==> src/rtl/uart_pkg.sv <==
// Shared types and constants for the memory-mapped UART transmitter.
// Holds the serializer state encoding, default bus addresses and status bit positions.
package uart_pkg;

   typedef enum logic [1:0] {IDLE, START, DATA, STOP} tx_state_t;

   localparam logic [9:0] UART_TX_ADDR   = 10'h002;
   localparam logic [9:0] UART_STAT_ADDR = 10'h004;

   localparam int STAT_EMPTY = 0;
   localparam int STAT_FULL  = 1;
   localparam int STAT_BUSY  = 2;
   localparam int STAT_OVF   = 3;

endpackage

==> src/rtl/sync_fifo.sv <==
// Generic synchronous FIFO; head word is presented combinationally so a pop consumes it the same cycle.
// Backpressure: none internally -- the caller must only push when not full or when popping that cycle.
module sync_fifo #(
   parameter int WIDTH = 8,
   parameter int DEPTH = 4
) (
   input  logic                     clk,
   input  logic                     rst_n,
   input  logic                     push,
   input  logic [WIDTH-1:0]         wr_data,
   input  logic                     pop,
   output logic [WIDTH-1:0]         rd_data,
   output logic                     full,
   output logic                     empty,
   output logic [$clog2(DEPTH):0]   count
);

   localparam int PW = $clog2(DEPTH);

   logic [WIDTH-1:0] mem [DEPTH];
   logic [PW-1:0]    wr_ptr;
   logic [PW-1:0]    rd_ptr;

   always_ff @(posedge clk or negedge rst_n) begin
      if (!rst_n) begin
         wr_ptr <= '0;
         rd_ptr <= '0;
         count  <= '0;
      end else begin
         if (push) wr_ptr <= wr_ptr + PW'(1);
         if (pop)  rd_ptr <= rd_ptr + PW'(1);
         case ({push, pop})
            2'b10:   count <= count + (PW+1)'(1);
            2'b01:   count <= count - (PW+1)'(1);
            default: count <= count;
         endcase
      end
   end

   // Storage needs no reset: pointers and count define which entries are live.
   always_ff @(posedge clk) begin
      if (push) mem[wr_ptr] <= wr_data;
   end

   assign rd_data = mem[rd_ptr];
   assign full    = (count == (PW+1)'(DEPTH));
   assign empty   = (count == '0);

endmodule

==> src/rtl/uart_tx_mmio.sv <==
// CPU-store-fed 8N1 UART transmitter with FIFO and polled status; tx falls one cycle after a store to an idle block.
// Stores into a full FIFO are dropped and flagged in sticky ovf; status readback has one cycle of latency.
module uart_tx_mmio
   import uart_pkg::*;
#(
   parameter int          CLK_DIV    = 16,
   parameter int          FIFO_DEPTH = 4,
   parameter logic [9:0]  TX_ADDR    = UART_TX_ADDR,
   parameter logic [9:0]  STAT_ADDR  = UART_STAT_ADDR
) (
   input  logic         clk,
   input  logic         rst_n,
   input  logic [9:0]   mem_addr,
   input  logic [15:0]  wr_data,
   input  logic         mem_wr,
   output logic [15:0]  rd_data,
   output logic         rd_hit,
   output logic         tx
);

   localparam int             BW        = $clog2(CLK_DIV);
   localparam logic [BW-1:0]  BAUD_LAST = BW'(CLK_DIV - 1);

   tx_state_t       state_q, state_nxt;
   logic [BW-1:0]   baud_q, baud_nxt;
   logic [2:0]      bit_q, bit_nxt;
   logic [7:0]      shreg_q, shreg_nxt;
   logic            tx_nxt;
   logic            baud_end;
   logic            pop;

   logic            push_req, push_ok, clr_req, stat_rd;
   logic            ovf_q;
   logic [7:0]      fifo_dat;
   logic            fifo_full, fifo_empty;
   logic [15:0]     status;

   logic [$clog2(FIFO_DEPTH):0] unused_fifo_count;
   logic                        unused_wr_hi;

   assign unused_wr_hi = ^wr_data[15:8];

   assign push_req = mem_wr && (mem_addr == TX_ADDR);
   assign push_ok  = push_req && (!fifo_full || pop);
   assign clr_req  = mem_wr && (mem_addr == STAT_ADDR);
   assign stat_rd  = !mem_wr && (mem_addr == STAT_ADDR);
   assign baud_end = (baud_q == BAUD_LAST);

   sync_fifo #(
      .WIDTH (8),
      .DEPTH (FIFO_DEPTH)
   ) u_fifo (
      .clk     (clk),
      .rst_n   (rst_n),
      .push    (push_ok),
      .wr_data (wr_data[7:0]),
      .pop     (pop),
      .rd_data (fifo_dat),
      .full    (fifo_full),
      .empty   (fifo_empty),
      .count   (unused_fifo_count)
   );

   always_ff @(posedge clk or negedge rst_n) begin
      if (!rst_n) state_q <= IDLE;
      else        state_q <= state_nxt;
   end

   always_comb begin
      state_nxt = state_q;
      baud_nxt  = baud_end ? '0 : baud_q + BW'(1);
      bit_nxt   = bit_q;
      shreg_nxt = shreg_q;
      pop       = 1'b0;
      case (state_q)
         IDLE: begin
            baud_nxt = '0;
            if (!fifo_empty) begin
               pop       = 1'b1;
               shreg_nxt = fifo_dat;
               state_nxt = START;
            end
         end
         START: begin
            if (baud_end) begin
               bit_nxt   = '0;
               state_nxt = DATA;
            end
         end
         DATA: begin
            if (baud_end) begin
               shreg_nxt = shreg_q >> 1;
               bit_nxt   = bit_q + 3'd1;
               if (bit_q == 3'd7) state_nxt = STOP;
            end
         end
         STOP: begin
            // Chain straight into the next start bit so frames stay contiguous.
            if (baud_end) begin
               if (!fifo_empty) begin
                  pop       = 1'b1;
                  shreg_nxt = fifo_dat;
                  state_nxt = START;
               end else begin
                  state_nxt = IDLE;
               end
            end
         end
         default: state_nxt = IDLE;
      endcase
   end

   // Line level is decided from next-cycle state so tx leaves a flop.
   always_comb begin
      tx_nxt = 1'b1;
      case (state_nxt)
         START:   tx_nxt = 1'b0;
         DATA:    tx_nxt = shreg_nxt[0];
         default: tx_nxt = 1'b1;
      endcase
   end

   always_ff @(posedge clk or negedge rst_n) begin
      if (!rst_n) begin
         baud_q  <= '0;
         bit_q   <= '0;
         shreg_q <= '0;
         tx      <= 1'b1;
      end else begin
         baud_q  <= baud_nxt;
         bit_q   <= bit_nxt;
         shreg_q <= shreg_nxt;
         tx      <= tx_nxt;
      end
   end

   always_comb begin
      status             = '0;
      status[STAT_EMPTY] = fifo_empty;
      status[STAT_FULL]  = fifo_full;
      status[STAT_BUSY]  = (state_q != IDLE);
      status[STAT_OVF]   = ovf_q;
   end

   always_ff @(posedge clk or negedge rst_n) begin
      if (!rst_n) begin
         ovf_q   <= 1'b0;
         rd_data <= '0;
         rd_hit  <= 1'b0;
      end else begin
         if (push_req && !push_ok) ovf_q <= 1'b1;
         else if (clr_req)         ovf_q <= 1'b0;
         if (stat_rd) rd_data <= status;
         rd_hit <= stat_rd;
      end
   end

endmodule

==> config.mk <==
export PLATFORM = sky130hd
export DESIGN_NAME = uart_tx_mmio
export DESIGN_NICKNAME = d
export VERILOG_FILES = /design/src/rtl/uart_pkg.sv /design/src/rtl/sync_fifo.sv /design/src/rtl/uart_tx_mmio.sv
export SDC_FILE = /design/constraint.sdc
export NUM_CORES = 1
export LEC_CHECK = 0
export CORE_ASPECT_RATIO = 1.5
export CORE_MARGIN = 10
export CORE_UTILIZATION = 50
export CTS_BUF_LIST = sky130_fd_sc_hd__clkbuf_8
export CTS_CLUSTER_DIAMETER = 100
export CTS_CLUSTER_SIZE = 28
export DETAILED_ROUTE_END_ITERATION = 12
export PLACE_DENSITY = 0.88
export SYNTH_ARGS = -nofsm -noshare
export SYNTH_HDL_FRONTEND = slang
export SYNTH_SLANG_ARGS = --single-unit
export TNS_END_PERCENT = 30
==> constraint.sdc <==
create_clock -name clk -period 2.7 [get_ports clk]
set_clock_uncertainty 0.05 [all_clocks]
set_input_delay 0.54 -clock clk [delete_from_list [all_inputs] [get_ports clk]]
set_output_delay 0.54 -clock clk [all_outputs]
set_load 0.01 [all_outputs]
==> results.yml, run 1 <==
routing:
  antenna_left: 0
  drc: 0
  via_count: 1827
  drt_iter0_markers: 150
  vias_per_cell: 5.44
  firstDrtPassIters: 4
  wl_per_cell_um: 15.8
  drt-total-wl_mm: 5.31
global_route:
  use_met2_pct: 20.5
  antenna_found_initial: 0
  grt_busiest_layer: "met2"
  grt_pass1_wl_mm: 8.72
  grt_usage_pct: 11.5
  grt_max_degree: 32
  grt_overflow: 0
  grt_pass1_vias: 1921
  met1_usage_pct: 10.8
  met3_usage_pct: 2.78
timing:
  slew_viol_final: 0
  setup_violations: 0
  setup_tns_ns: 0
  min_period_over_period_pct: 98.2
  fmax_mhz: 377
  finalHoldViolCount: 0
  min_period_ns: 2.65
  worst-slew-pin-transition_ns: 0.583
  relSlewSlack_pct: 61.1
worst_setup_path:
  max_stage_delay_ns: 0.56
  arrival_ns: 2.87
  path_buf_inv: 3
  required_ns: 2.92
  worstPathMaxFanout: 2
  end_kind: "register"
  cp_slowest_cell: "or4_4"
  critPathKind: "in2reg"
  cp_top_family: "simple AND/OR/NAND/NOR gates"
  cp-start-kind: "primary input"
  path_cells: "clkdlybuf4s50_1, or4_4, nor2_4, nand2_1, and4bb_4, inv_1, ha_1, inv_2, fa_2, mux2i_1"
finish:
  fillers: 459
  utilization_pct: 60.7
  multi_input_area_um2: 1120
  syn2layout_area_growth_pct: 18.1
  drive_above_1_share_pct: 20.1
  final_cell_area_um2: 3510
  nets: 302
  fin_cells: 336
  diodes: 0
  seqCellArea_um2: 1740
cts:
  clock_latency_ns: 0.36
  clockRootBuffer: "clkbuf_8"
  cts.sinks: 63
  hold_buffers: 0
  cts_tree: "done"
  cts_max_path_buffers: 2
  clkSlewWorstSetupHoldPaths_ns: 0.08
  cts_inserted_buffers: 9
  htreeDepth: 3
logic_synthesis:
  netlist_top_cells_count: "edfxtp_1, dfrtp_1, nand2_1, o21ai_0, ha_1"
  yosysTopAreaCellShare_pct: 32.3
  ys_seq_area_share_pct: 58.4
  ys_ff_latch: 63
  synth_top_area_cell: "edfxtp_1"
  yosysWarnings: 0
  syn_area_per_cell_um2: 13.6
  synthCells: 219
  synthArstFlopShare_pct: 49.2
  ys_types: 47
  synth_edf_count: 32
  synth.most_common_cell: "edfxtp_1"
  synth.area.top_cells: "edfxtp_1, dfrtp_1, mux4_2, ha_1, buf_4"
  syn_area_um2: 2970
  ys.flop_type: "edfxtp_1"
placement:
  place.gp.congestion: 0.850
  io_buffers: 26
  dp_cells: 319
  dp_hpwl_mm: 3.82
  place_area_um2: 3310
pwr:
  ir_drop_mv: 0.655
  total_power_w: 0.00182
  power.density_nw_per_um2: 518
  p_leak_nw: 1.44
run:
  cap_violations: 0
floorplanning:
  start_util_pct: 51.4
  core_area_um2: 5790
  die_w_um: 83.0
  pin_count: 47
  die_h_um: 114
  die_area_um2: 9500
  fp-row-count: 34
run_status:
  status: "complete, no violations"
min_path:
  hold_class: "reg2reg"
report_power, final:
part	leakage, nW	total, W	switching (W)	internal (W)
clock	0.0866	0.000739	0.000398	0.000341
sequential	0.673	0.00101	0.00000217	0.00101
combinational	0.682	0.0000675	0.0000332	0.0000343
tightest hold or removal path: stages, from the launching register on:
cell and delay, ns:
dfrtp_1 0.35, nand2_1 0.05, o21ai_0 0.06
layer usage:
| metal | share of wire (%) | vias up |
|---|---|---|
| met4 | 4.2 | 0 |
| met3 | 4.8 | 18 |
| met1 | 37 | 890 |
| li1 | - | 863 |
| met2 | 54 | 56 |
| met5 | 0 | - |
registers in the layout (all words and copies together) (netlist names):
signal	count
u_fifo.rd_ptr	2
u_fifo.wr_ptr	2
baud_q	4
bit_q	3
rd_data	4
u_fifo.mem	32
shreg_q	8
rd_hit	1
tx	1
ovf_q	1
state_q	2
u_fifo.count	3
path summary, 6_finish.rpt:
kind	slack [ns]	from	to	cells past startpoint
setup / recovery	0.05	mem_addr[9]	u_fifo.count[1]	10
hold / removal	0.44	rd_data[3]	rd_data[3]	2
setup reg to reg	0.17	state_q[1]	u_fifo.count[2]	12
hold reg to reg	0.44	rd_data[3]	rd_data[3]	2
max in group asynchronous	1.76	rst_n	tx	2
min in group asynchronous	0.52	rst_n	baud_q[1]	2
repair_timing:
action | 4_1_cts | 5_1_grt
resized for setup | 0 | 5
setup endpoints to repair | 0 | 2
setup buffers | 0 | 1
hold endpoints to repair | 0 | 0
kinds of logic (layout without fill, tap and decap cells):
| logic type | after synthesis | after routing | synth area share, % |
|---|---|---|---|
| XOR/XNOR | 7 | 7 | 2.06 |
| buffers and inverters | 30 | 64 | 5.68 |
| AO/OA/AOI/OAI | 37 | 37 | 8.67 |
| AND/OR/NAND/NOR | 48 | 48 | 8.88 |
| multiplexers | 19 | 19 | 10.0 |
| adder cells (fa/ha/maj) | 14 | 14 | 6.14 |
| other | 1 | 12 | 0.126 |
| flip-flops | 63 | 63 | 58.4 |
area by class of cell:
| cell class | instances | area share [%] |
|---|---|---|
| clock buffers | 9 | 3.53 |
| clock inverters | 7 | 1.57 |
| inverters | 12 | 1.28 |
| multi-input cells | 137 | 32.0 |
| flip-flops and latches | 63 | 49.5 |
| well taps | 72 | 2.57 |
| repair buffers | 36 | 9.55 |
metrics by stage:
stage | setup WS (ns) | hold slack (ns)
after floorplan | 0.108 | 0.194
after global placement | -0.270 | 0.417
after detailed placement | -0.302 | 0.428
after CTS | 0.0730 | 0.447
after global routing | -0.0492 | 0.468
final | 0.0477 | 0.441
layout by cell type, fill, tap and decap left out, drive strengths merged, types with 3 or more instances in the layout:
cell type	n
mux2i	8
nand3	3
mux4	8
edfxtp	32
mux2	3
xor2	3
clkbuf	9
a22o	9
xnor2	4
nand2	14
and2	4
inv	15
nor3	6
buf	10
clkdlybuf4s50	26
o21ai	14
nor2	10
dfrtp	30
conb	12
a21oi	3
ha	13
Note: power is estimated with default switching activity, not from simulation.
==> run 2: changes to the inputs <==
==> constraint.sdc (replaced) <==
create_clock -name clk -period 2.7 [get_ports clk]
set_clock_uncertainty 0.05 [all_clocks]
set_input_delay 0.675 -clock clk [delete_from_list [all_inputs] [get_ports clk]]
set_output_delay 0.675 -clock clk [all_outputs]
set_load 0.01 [all_outputs]
==> run 2 against run 1 <==
First-iteration DRC count shrank 8.0%. Maximum frequency grew 0.25%. Flip-flop and latch count is the same. Critical endpoint is now u_fifo.count[2]. Largest power group unchanged. Highest routed layer unchanged.
==> results.yml, run 2 (synthesis results as in run 1) <==
worst_setup_path:
  max_stage_delay_ns: 0.43
  crit_path_start: "mem_addr[3]"
  end_kind: "register"
  cp_top_family: "simple AND/OR/NAND/NOR gates"
  critPathKind: "in2reg"
  path_buf_inv: 3
  required_ns: 2.88
  worstPathMaxFanout: 2
  cp-start-kind: "primary input"
  path_cells: "clkdlybuf4s50_1, or4_4, nor2_4, nand2_2, and4bb_4, inv_2, ha_4, inv_2, fa_2, xor2_1, nor2_1, xor2_1"
  cp_slowest_cell: "or4_4"
  arrival_ns: 2.83
  rr_startpoint: "state_q[0]"
pwr:
  p_leak_nw: 1.48
  power.density_nw_per_um2: 511
  p_comb_share_pct: 3.6
  pwr-share-seq_pct: 55.8
  internal_power_w: 0.00138
  clkPwrFrac_pct: 40.6
  switching_power_w: 0.000434
  ir_drop_mv: 0.485
  swShare_pct: 23.8
min_path:
  hold_class: "reg2reg"
  min_from: "rd_data[2]"
floorplanning:
  core_area_um2: 5790
  start_util_pct: 51.4
  die_area_um2: 9500
  pin_count: 47
  fp-row-count: 34
  die_w_um: 83.0
  die_h_um: 114
timing:
  rsz0062_at_grt: "no"
  setup_violations: 0
  relSlewSlack_pct: 61.9
  hold_ws_ns: 0.444
  min_period_ns: 2.65
  finalHoldViolCount: 0
  setup_ws_ns: 0.0543
  fmax_mhz: 378
  worst-slew-pin-transition_ns: 0.571
  min_period_over_period_pct: 98.0
  setup_tns_ns: 0
  slew_viol_final: 0
routing:
  via_count: 1828
  firstDrtPassIters: 5
  antenna_left: 0
  vias_per_cell: 5.38
  wl_per_cell_um: 16.1
  drt-total-wl_mm: 5.48
  drt_iter0_markers: 138
  drc: 0
finish:
  mostFrequentLayoutCell: "edfxtp_1"
  largest_register_ffs: 32
  fillers: 460
  final_cell_area_um2: 3560
  utilization_pct: 61.5
  top_register: "u_fifo.mem"
  drive_above_1_share_pct: 22.4
  nets: 306
  syn2layout_area_growth_pct: 19.6
  reg.largest.list: "u_fifo.mem: 32 flops, shreg_q: 8 flops"
  most-common-layout-cells: "edfxtp_1, dfrtp_1, clkdlybuf4s50_1"
  diodes: 0
cts:
  clock_latency_ns: 0.35
  htreeDepth: 3
  hold_buffers: 0
  cts.sinks: 63
  cts_inserted_buffers: 9
  cts_tree: "done"
  clockRootBuffer: "clkbuf_8"
  clkSlewWorstSetupHoldPaths_ns: 0.07
  cts_max_path_buffers: 2
global_route:
  grt_usage_pct: 12.1
  grt_pass1_wl_mm: 9.15
  grt_pass1_vias: 1984
  antenna_found_initial: 0
  grt_max_degree: 32
  grt_overflow: 0
placement:
  place.gp.congestion: 0.857
  dp_hpwl_mm: 3.93
  io_buffers: 26
  pre_cts_ws_ns: -0.425
  place_area_um2: 3310
run:
  cap_violations: 0
run_status:
  status: "complete, no violations"
[run 2: changes by cell type in the layout (fill, tap and decap cells not counted), sizes merged]
cell and delta:
dlygate4sd2 +5, clkdlybuf4s50 -7, dlymetal6s2s +2, buf +4
[run 2: through the flow]
step                      total power, W  instances
final                            0.00182        340
after global routing             0.00190        340
after CTS                        0.00184        340
after detailed placement         0.00110        319
after global placement           0.00110        319
after floorplan                  0.00107        230
[run 2: routing by layer]
layer	wire [um]	global-route usage, %	vias to the layer above
met5	0	0	-
met4	177	8.43	0
met3	276	4.20	15
met2	3000	20.9	44
met1	2030	11.8	902
li1	-	-	867
[run 2: final cells by class]
| type | count | area (um^2) | share of cell area (%) |
|---|---|---|---|
| well taps | 72 | 90.1 | 2.53 |
| multi-input cells | 137 | 1140 | 32.1 |
| clock inverters | 7 | 55.1 | 1.55 |
| inverters | 12 | 45.0 | 1.27 |
| repair buffers | 40 | 364 | 10.2 |
| clock buffers | 9 | 124 | 3.48 |
| flip-flops and latches | 63 | 1740 | 48.9 |
[run 2: worst paths after layout]
check,end,slack (ns),depth (start not counted)
max,u_fifo.count[2],0.05,12
min,rd_data[2],0.44,2
max reg2reg,u_fifo.count[2],0.20,12
min reg2reg,rd_data[2],0.44,2
max in group asynchronous,tx,1.62,2
min in group asynchronous,u_fifo.count[2],0.66,2
[run 2: power groups by stage]
stage	logic, W	clock network [W]	registers, W
after floorplan	0.0000308	0	0.00103
after global placement	0.0000645	0	0.00103
after detailed placement	0.0000664	0	0.00103
after CTS	0.0000653	0.000759	0.00101
after global routing	0.0000718	0.000817	0.00101
final	0.0000651	0.000739	0.00101
[run 2: worst register-to-register path, cell delays in order (launching register included)]
cell,delay [ns]
dfrtp_1,0.46
inv_1,0.12
ha_1,0.24
a41oi_2,0.18
o21ai_0,0.14
and4bb_4,0.23
inv_2,0.06
ha_4,0.13
inv_2,0.04
fa_2,0.33
xor2_1,0.16
nor2_1,0.07
xor2_1,0.16
[run 2: timing repair]
item / 4_1_cts / 5_1_grt
pin swaps: 8 / 6
cloned: 0 / 0
gates resized for setup: 14 / 2
setup buffers: 5 / 0
setup endpoints to repair: 2 / 1
==> run 3: changes to the inputs <==
--- a/config.mk
+++ b/config.mk
@@ -5,7 +5,7 @@
 export SDC_FILE = /design/constraint.sdc
 export NUM_CORES = 1
 export LEC_CHECK = 0
-export CORE_ASPECT_RATIO = 1.5
+export CORE_ASPECT_RATIO = 1.25
 export CORE_MARGIN = 10
 export CORE_UTILIZATION = 50
 export CTS_BUF_LIST = sky130_fd_sc_hd__clkbuf_8
@@ -13,6 +13,7 @@
 export CTS_CLUSTER_SIZE = 28
 export DETAILED_ROUTE_END_ITERATION = 12
 export PLACE_DENSITY = 0.88
+export RECOVER_POWER = 100
 export SYNTH_ARGS = -nofsm -noshare
 export SYNTH_HDL_FRONTEND = slang
 export SYNTH_SLANG_ARGS = --single-unit
==> run 3 against run 2 <==
The run now ends with capacitance limit, slew limit, setup timing left. Worst hold slack improved by 0.0062 ns. Sequential power about the same. Clock-buffer cell count unchanged. Via count increased by 1.2%. Power increased by 5.3%. Sequential share of layout area decreased by 0.086 points. Wire length increased by 3.1%. Die area decreased by 0.46%. First-iteration DRC count increased by 4.3%. Maximum frequency decreased by 2.6%. Register-to-register slack got worse by 0.10 ns. Worst setup slack got worse by 0.070 ns. Critical endpoint unchanged. Highest routed layer unchanged.
==> results.yml, run 3 (synthesis results as in run 1) <==
timing:
  min_period_ns: 2.72
  slew_viol_final: 32
  rsz0062_at_grt: "yes"
  setup_tns_ns: -0.0159
  relSlewSlack_pct: -12.4
  setup_violations: 1
  setup_ws_ns: -0.0159
  finalHoldViolCount: 0
  fmax_mhz: 368
  min_period_over_period_pct: 101
  worst-slew-pin-transition_ns: 1.69
run_status:
  violations: "capacitance limit, slew limit, setup timing"
  status: "complete, but fails checks"
floorplanning:
  die_w_um: 89.0
  start_util_pct: 51.5
  die_area_um2: 9450
  fp-row-count: 31
  core_area_um2: 5780
  die_h_um: 106
  pin_count: 47
cts:
  htreeDepth: 3
  cts_max_path_buffers: 2
  clockRootBuffer: "clkbuf_8"
  clock_latency_ns: 0.34
  cts_inserted_buffers: 9
  cts_tree: "done"
  clkSlewWorstSetupHoldPaths_ns: 0.08
  cts.sinks: 63
routing:
  drc: 0
  drt_iter0_markers: 144
  drt-total-wl_mm: 5.65
  firstDrtPassIters: 4
  wl_per_cell_um: 16.9
  antenna_left: 0
  vias_per_cell: 5.54
  via_count: 1850
finish:
  utilization_pct: 61.6
  reg.largest.list: "u_fifo.mem: 32 flops, shreg_q: 8 flops"
  nets: 306
  syn2layout_area_growth_pct: 19.8
  diodes: 0
  largest_register_ffs: 32
  multi_input_area_um2: 1140
  top_register: "u_fifo.mem"
  drive_above_1_share_pct: 21.6
  mostFrequentLayoutCell: "edfxtp_1"
  most-common-layout-cells: "edfxtp_1, dfrtp_1, dlygate4sd3_1"
  seqCellArea_um2: 1740
  fillers: 404
worst_setup_path:
  arrival_ns: 2.90
  crit_path_start: "mem_addr[7]"
  end_kind: "register"
  critPathKind: "in2reg"
  max_stage_delay_ns: 0.50
  r2r_cells: 11
  cp_slowest_cell: "or4_4"
  worstPathMaxFanout: 2
  rrSetupSlack_ns: 0.10
  cp-start-kind: "primary input"
  required_ns: 2.88
  worstReg2RegEnd: "u_fifo.count[2]"
  rr_startpoint: "state_q[0]"
  path_cells: "clkdlybuf4s50_1, or4_4, nor2_4, nand2_2, and4bb_4, inv_2, ha_4, inv_2, fa_2, xor2_1, nor2_1, xor2_1"
run:
  cap_violations: 1
placement:
  dp_hpwl_mm: 3.75
  io_buffers: 26
  place.gp.congestion: 0.804
global_route:
  grt_overflow: 0
  grt_usage_pct: 12.8
  grt_pass1_wl_mm: 9.36
  antenna_found_initial: 0
  grt_pass1_vias: 1927
  grt_max_degree: 32
pwr:
  ir_drop_mv: 0.409
  total_power_w: 0.00191
  power.density_nw_per_um2: 537
  p_leak_nw: 1.49
min_path:
  hold_class: "reg2reg"
  whs_path_depth: 2
  whs_endpoint: "rd_data[3]"
  min_from: "rd_data[3]"
[run 3: worst max-delay path, delay by kind of cell]
family                   cells  cell delay (ns)
AND/OR/NAND/NOR              5             1.07
XOR/XNOR                     2             0.27
adder cells (fa/ha/maj)      2             0.35
buffers and inverters        3             0.54
[run 3: per-stage QoR]
stage | hold slack [ns] | setup slack [ns] | cells | cell area [um^2]
3_5_place_dp | 0.437 | -0.397 | 312 | 3290
3_3_place_gp | 0.422 | -0.370 | 312 | 3290
2_1_floorplan | 0.329 | 0.00328 | 230 | 3020
6_report | 0.451 | -0.0159 | 334 | 3560
4_1_cts | 0.455 | 0.0137 | 333 | 3560
5_1_grt | 0.482 | -0.0514 | 334 | 3560
[run 3: area by class of cell]
class	instances	area share, %
flip-flops and latches	63	48.8
multi-input cells	137	32.0
repair buffers	40	9.94
clock buffers	9	3.48
well taps	66	2.32
clock inverters	7	2.18
inverters	12	1.26
[run 3: per-layer routing]
layer / track usage, % / up-vias / share of wire [%]
met4: 5.92 / 0 / 1.6
met2: 21.8 / 59 / 54
li1: - / 877 / -
met5: 0 / - / 0
met3: 4.35 / 8 / 5.3
met1: 13.8 / 906 / 39
[run 3: worst max path at each step]
stage | endpoint | slack, ns
6_report | u_fifo.count[2] | -0.02
3_5_place_dp | u_fifo.count[2] | -0.40
2_1_floorplan | u_fifo.count[2] | 0.003
4_1_cts | u_fifo.count[1] | 0.01
3_3_place_gp | u_fifo.count[2] | -0.37
5_1_grt | u_fifo.count[2] | -0.05
[run 3: where the power goes]
group          total (W)  leakage [nW]  internal (W)  switching [W]
registers        0.00101         0.673       0.00101     0.00000202
clock network   0.000835         0.101      0.000437       0.000398
logic          0.0000645         0.716     0.0000294      0.0000351
[run 3: timing repair]
| action | 4_1_cts | 5_1_grt |
|---|---|---|
| buffers inserted | 5 | 1 |
| hold buffers | 0 | 0 |
| pin swaps | 5 | 3 |
| setup endpoints to repair | 2 | 3 |
| endpoints found under the hold margin | 0 | 0 |
| gates resized for setup | 11 | 2 |
